<file path="src/rtl/spi_pkg.sv">
// Shared types and mode helpers for the SPI responder.
// Mode encoding is {CPOL,CPHA}, identical to the SPI master.
package spi_pkg;

   typedef logic [1:0] spi_mode_t;

   typedef enum logic {
      IDLE   = 1'b0,
      ACTIVE = 1'b1
   } spi_slave_state_t;

   function automatic logic cpol_of(spi_mode_t m);
      return m[1];
   endfunction

   function automatic logic cpha_of(spi_mode_t m);
      return m[0];
   endfunction

   // Leading edge leaves the idle level: rise when CPOL=0, fall when CPOL=1.
   function automatic logic lead_edge(spi_mode_t m, logic rise, logic fall);
      return m[1] ? fall : rise;
   endfunction

   function automatic logic trail_edge(spi_mode_t m, logic rise, logic fall);
      return m[1] ? rise : fall;
   endfunction

endpackage

</file>
<file path="src/rtl/spi_sync.sv">
// Multi-flop synchronizer with single-cycle rise/fall pulses
// derived from the last two synchronized samples.
module spi_sync #(
   parameter int   STAGES = 2,
   parameter logic INIT   = 1'b0
) (
   input  logic clk,
   input  logic rst_n,
   input  logic d,
   output logic rise,
   output logic fall
);

   logic [STAGES-1:0] sr;
   logic              q_d;
   logic              q;

   assign q = sr[STAGES-1];

   always_ff @(posedge clk or negedge rst_n) begin
      if (!rst_n) begin
         sr  <= {STAGES{INIT}};
         q_d <= INIT;
      end else begin
         sr  <= {sr[STAGES-2:0], d};
         q_d <= q;
      end
   end

   assign rise = q & ~q_d;
   assign fall = ~q & q_d;

endmodule

</file>
<file path="src/rtl/spi_slave.sv">
// SPI responder: oversampled sclk/ss_n/mosi, MSB-first words on valid/ready.
// Optional rx_overrun port enabled by defining SPI_SLAVE_OVERRUN_EN.
module spi_slave
   import spi_pkg::*;
#(
   parameter spi_mode_t SPI_MODE    = 2'd0,
   parameter int        DATA_WIDTH  = 8,
   parameter int        SYNC_STAGES = 2
) (
   input  logic                  clk,
   input  logic                  rst_n,
   input  logic                  sclk,
   input  logic                  ss_n,
   input  logic                  mosi,
   output logic                  miso,
   input  logic [DATA_WIDTH-1:0] tx_data,
   input  logic                  tx_valid,
   output logic                  tx_ready,
   output logic [DATA_WIDTH-1:0] rx_data,
   output logic                  rx_valid,
   input  logic                  rx_ready,
   output logic                  busy
`ifdef SPI_SLAVE_OVERRUN_EN
   ,
   output logic                  rx_overrun
`endif
);

   localparam int   CW   = $clog2(DATA_WIDTH + 1);
   localparam logic CPHA = cpha_of(SPI_MODE);

   spi_slave_state_t state, state_nx;

   logic sclk_rise, sclk_fall;
   logic ss_rise, ss_fall;
   logic [SYNC_STAGES-1:0] mosi_sr;
   logic mosi_s;

   logic lead, trail;
   logic sample_edge, shift_edge;
   logic active, start, stop;
   logic do_sample, do_shift, word_done, reload;

   logic [DATA_WIDTH-1:0] hold_data;
   logic                  hold_full;
   logic [DATA_WIDTH-1:0] tx_shift;
   logic [DATA_WIDTH-1:0] rx_shift;
   logic [DATA_WIDTH-1:0] rx_next;
   logic [CW-1:0]         bit_cnt;
   logic                  skip;

   spi_sync #(
      .STAGES(SYNC_STAGES),
      .INIT  (cpol_of(SPI_MODE))
   ) u_sclk_sync (
      .clk  (clk),
      .rst_n(rst_n),
      .d    (sclk),
      .rise (sclk_rise),
      .fall (sclk_fall)
   );

   spi_sync #(
      .STAGES(SYNC_STAGES),
      .INIT  (1'b1)
   ) u_ss_sync (
      .clk  (clk),
      .rst_n(rst_n),
      .d    (ss_n),
      .rise (ss_rise),
      .fall (ss_fall)
   );

   always_ff @(posedge clk or negedge rst_n) begin
      if (!rst_n) mosi_sr <= '0;
      else        mosi_sr <= {mosi_sr[SYNC_STAGES-2:0], mosi};
   end

   assign mosi_s = mosi_sr[SYNC_STAGES-1];

   assign lead        = lead_edge(SPI_MODE, sclk_rise, sclk_fall);
   assign trail       = trail_edge(SPI_MODE, sclk_rise, sclk_fall);
   assign sample_edge = CPHA ? trail : lead;
   assign shift_edge  = CPHA ? lead : trail;

   assign active    = (state == ACTIVE);
   assign start     = (state == IDLE) && ss_fall;
   assign stop      = active && ss_rise;
   assign do_sample = active && sample_edge && !ss_rise;
   assign do_shift  = active && shift_edge && !skip;
   assign word_done = do_sample && (bit_cnt == CW'(DATA_WIDTH - 1));
   assign reload    = start || word_done;
   assign rx_next   = {rx_shift[DATA_WIDTH-2:0], mosi_s};

   always_ff @(posedge clk or negedge rst_n) begin
      if (!rst_n) state <= IDLE;
      else        state <= state_nx;
   end

   always_comb begin
      state_nx = state;
      unique case (state)
         IDLE:    if (ss_fall) state_nx = ACTIVE;
         ACTIVE:  if (ss_rise) state_nx = IDLE;
         default: state_nx = IDLE;
      endcase
   end

   always_ff @(posedge clk or negedge rst_n) begin
      if (!rst_n) begin
         hold_data <= '0;
         hold_full <= 1'b0;
         tx_shift  <= '0;
         rx_shift  <= '0;
         rx_data   <= '0;
         rx_valid  <= 1'b0;
         bit_cnt   <= '0;
         skip      <= 1'b0;
      end else begin
         // A reload drains the holding reg before a new word can enter it.
         if (reload && hold_full) begin
            hold_full <= 1'b0;
         end else if (tx_valid && !hold_full) begin
            hold_full <= 1'b1;
            hold_data <= tx_data;
         end

         if (reload) begin
            tx_shift <= hold_full ? hold_data : '0;
         end else if (do_shift) begin
            tx_shift <= {tx_shift[DATA_WIDTH-2:0], 1'b0};
         end

         // The first shift edge after a fresh load must keep the MSB on the line.
         if (start) begin
            skip <= CPHA;
         end else if (word_done) begin
            skip <= 1'b1;
         end else if (active && shift_edge) begin
            skip <= 1'b0;
         end

         if (start || stop) begin
            bit_cnt <= '0;
         end else if (do_sample) begin
            bit_cnt <= word_done ? '0 : bit_cnt + 1'b1;
         end

         if (do_sample) rx_shift <= rx_next;

         if (word_done) begin
            rx_data  <= rx_next;
            rx_valid <= 1'b1;
         end else if (rx_valid && rx_ready) begin
            rx_valid <= 1'b0;
         end
      end
   end

`ifdef SPI_SLAVE_OVERRUN_EN
   always_ff @(posedge clk or negedge rst_n) begin
      if (!rst_n) rx_overrun <= 1'b0;
      else        rx_overrun <= word_done && rx_valid && !rx_ready;
   end
`endif

   assign miso     = active ? tx_shift[DATA_WIDTH-1] : 1'b0;
   assign tx_ready = !hold_full;
   assign busy     = active;

endmodule

</file>
<file path="config.mk">
export PLATFORM = sky130hd
export DESIGN_NAME = spi_slave
export DESIGN_NICKNAME = d
export VERILOG_FILES = /design/src/rtl/spi_pkg.sv /design/src/rtl/spi_sync.sv /design/src/rtl/spi_slave.sv
export SDC_FILE = /design/constraint.sdc
export NUM_CORES = 1
export LEC_CHECK = 0
export ABC_CLOCK_PERIOD_IN_PS = 2200
export BUFFER_PORTS_ARGS = -buffer_cell sky130_fd_sc_hd__buf_2
export CORE_UTILIZATION = 50
export CTS_CLUSTER_DIAMETER = 150
export DETAILED_ROUTE_END_ITERATION = 8
export PLACE_DENSITY = 0.73
export SKIP_LAST_GASP = 1
export SYNTH_ARGS = -nofsm -noshare
export SYNTH_HDL_FRONTEND = slang
export SYNTH_HIERARCHICAL = 1
export SYNTH_SLANG_ARGS = --single-unit
</file>
<file path="constraint.sdc">
create_clock -name clk -period 2.2 [get_ports clk]
set_clock_uncertainty 0.1 [all_clocks]
set_input_delay 0.55 -clock clk [delete_from_list [all_inputs] [get_ports clk]]
set_output_delay 0.55 -clock clk [all_outputs]
set_load 0.01 [all_outputs]
</file>
==> summary.md <==
| Metric | Value |
|---|---|
| Cts bufs inserted | `5` |
| Crit path DAT | `1.92 ns` |
| Number of global-route vias before repair | `1143` |
| Post-synthesis compound-gate area fraction | `5.26%` |
| Top FF cell, synth | `dfrtp_1` |
| 1st-pass router iterations | `4` |
| Max cap viols | `0` |
| Final critical-path required period | `1.83 ns` |
| Commonest non-fill, non-tap cell in the layout | `dfrtp_1` |
| Row count | `22` |
| Fill cells | `325` |
| First-pass GRT wire length | `5.02 mm` |
| Crit path launch | `u_ss_sync/sr[1]` |
| Most frequent cells in the layout | `dfrtp_1 (44), nand2_1 (35), buf_2 (26), mux2_2 (16), mux2i_1 (15)` |
| Period utilization | `83.0%` |
| Via density | `5.08` |
| Psw | `0.000614 W` |
| Overall routing resource usage | `16.5%` |
| Final layout net count | `196` |
| Die height | `64.4 µm` |
| Synth-to-Final Area Change | `14.8%` |
| Ys async rst share | `100%` |
| Synth Instances | `151` |
| Setup violations, final | `0` |
| Status | `finished, final reports clean` |
| Mapped Area | `1950 µm²` |
| Clock share of power | `30.5%` |
| Initial core utilization | `52.8%` |
| Crit path kind | `reg -> reg` |
| Post-CTS resize count | `0` |
| Net Count, Synth | `167` |
| Max FO, Critical Path | `10` |
| Die X | `64.4 µm` |
| Worst setup margin | `0.373 ns` |
| Comb pwr share | `17.6%` |
| Final slew viol count | `0` |
| Root buffer cell | `clkbuf_8` |
| Pin count of the biggest net entering global routing | `48` |
| Post-synthesis xor/xnor area fraction | `0.449%` |
| Reg2Reg Depth | `4` |
| Maximum clock insertion buffer count | `2` |
| Via count | `1163` |
| Peak supply drop | `711 µV` |
| H-tree depth | `2` |
| Remaining global-route overflow | `0` |
| Number of synthesized flops with an enable pin | `0` |
| Leak Pwr | `1.15 nW` |
| CTS tree | `built` |
| DRT Wirelength | `2.96 mm` |
| Int Power | `0.00176 W` |
| Post-synthesis simple-gate area fraction | `13.1%` |
| DP Wirelength | `2.10 mm` |
| Main combinational cell family by area after synthesis | `multiplexers` |
| Final TNS setup | `0 ns` |
| DR WL/cell | `12.9 µm` |
| Yosys warns | `6` |
| Yosys cell types | `32` |
| HP Class | `in -> async` |
| RR Endpoint | `bit_cnt[3]` |
| RR Startpoint | `u_ss_sync/sr[1]` |
| Sequential share of the synthesized area | `60.5%` |
| Flop2flop setup slack | `0.37 ns` |
| Die footprint | `4150 µm²` |
| Slew margin rel. | `63.0%` |
| P per Cell Area | `1060 nW/µm²` |
| Final Hold Vio Count | `0` |
| Core area | `3690 µm²` |
| Post-CTS setup buffers | `0` |
| RSZ-0062 raised after global routing | `no` |
| Fmax achieved | `0.547 GHz` |
| FF+latch count, synth | `47` |
| Worst-margin pin slew | `0.555 ns` |
| IO Pins | `27` |
| CP endpoint kind | `flop` |
| Worst-path clk slew | `0.08 ns` |
| Startpoint types | `flop` |
| Pre-CTS setup slack | `0.380 ns` |
| Initial antenna violation count | `0` |
| Clock Sinks | `47` |
| First DRT Iteration DRCs | `42` |
| Gp weighted congestion | `0.768` |
| Share of post-route cells with drive strength above 1 | `33.1%` |
| Post-synthesis mux area share | `16.9%` |
| Switch share | `25.9%` |
| Synthesized area per cell | `12.9 µm²` |
| DRC viols | `0` |
| Port bufs | `26` |
| Hold Buf Count CTS | `0` |
| Antenna Cells | `0` |
| Critical path required time | `2.29 ns` |
| Post-route antenna net violation count | `0` |
| Synthesized-area fraction occupied by adder cells | `0.642%` |
| Worst skew pair latency | `0.30 ns` |
| CP endpoint | `bit_cnt[3]` |
| Reg power frac | `51.9%` |
==> power by group through the flow <==
stage | clock network [W] | logic [W] | registers [W]
2_1_floorplan | 0 | 0.000366 | 0.00118
3_3_place_gp | 0 | 0.000399 | 0.00124
3_5_place_dp | 0 | 0.000421 | 0.00125
4_1_cts | 0.000738 | 0.000427 | 0.00123
5_1_grt | 0.000770 | 0.000473 | 0.00126
6_report | 0.000722 | 0.000418 | 0.00123
==> synthesized netlist by cell type (2+ instances only) <==
cell type  count  area, µm²
nor2b_1        3       18.8
inv_1          3       11.3
buf_6          3       33.8
mux2_2        16        180
mux2i_1       15        150
dfstp_2        3       78.8
dfrtp_1       44       1100
nand2_1       35        131
buf_2          3       15.0
o21ai_0        3       15.0
and2b_2        2       17.5
==> worst max-delay path, stage by stage (launching register included) <==
cell	delay, ns
dfstp_2	0.54
nor2b_1	0.28
and3b_1	0.32
a211o_1	0.30
a21o_1	0.18
==> layout make-up <==
class | count | area (µm²) | share of cell area, %
clock buffers | 6 | 72.6 | 3.24
repair buffers | 28 | 145 | 6.48
inverters | 3 | 11.3 | 0.503
well taps | 48 | 60.1 | 2.68
flip-flops and latches | 47 | 1180 | 52.7
clock inverters | 2 | 60.1 | 2.68
multi-input cells | 95 | 709 | 31.7
==> how the worst min path moves through the flow <==
stage	from	end	slack (ns)	depth (start not counted)
floorplan	rst_n	bit_cnt[0]	0.15	0
global placement	u_sclk_sync/sr[0]	u_sclk_sync/sr[1]	0.24	0
detailed placement	u_sclk_sync/sr[0]	u_sclk_sync/sr[1]	0.24	0
CTS	rst_n	rx_data[6]	0.24	2
global route	mosi	mosi_sr[0]	0.23	1
finish	rst_n	bit_cnt[1]	0.22	2
==> through the flow <==
step           instance area (µm²)  cells  util, %  hold WS [ns]  power, W
2_1_floorplan                 1950    151        -         0.154   0.00155
3_3_place_gp                  2110    221     57.1         0.235   0.00164
3_5_place_dp                  2110    221     57.1         0.240   0.00167
4_1_cts                       2240    229     60.7         0.235   0.00240
5_1_grt                       2240    229     60.7         0.231   0.00251
6_report                      2240    229     60.7         0.221   0.00237
==> state kept, by name, indices dropped and copies added (netlist names) <==
signal	flops
hold_data	8
rx_data	8
tx_shift	8
rx_shift	7
bit_cnt	4
mosi_sr	2
u_sclk_sync/sr	2
u_ss_sync/sr	2
busy	1
hold_full	1
rx_valid	1
skip	1
u_sclk_sync/q_d	1
u_ss_sync/q_d	1
==> cells by family (layout without fill, tap and decap cells) <==
kind of cell | count (synthesis) | after routing
adder cells (fa/ha/maj) | 1 | 1
AND/OR/NAND/NOR | 50 | 50
flip-flops | 47 | 47
AO/OA/AOI/OAI | 12 | 12
XOR/XNOR | 1 | 1
buffers and inverters | 9 | 39
multiplexers | 31 | 31
==> per-layer routing <==
metal  track usage (%)  vias to the layer above  share of wire (%)
li1                  -                      565                  -
met3              5.99                        6                5.1
met4              6.67                        0                1.9
met1              18.4                      556                 43
met2              28.6                       36                 50
met5                 0                        -                  0
No activity file was read; power rests on OpenSTA's default activity.
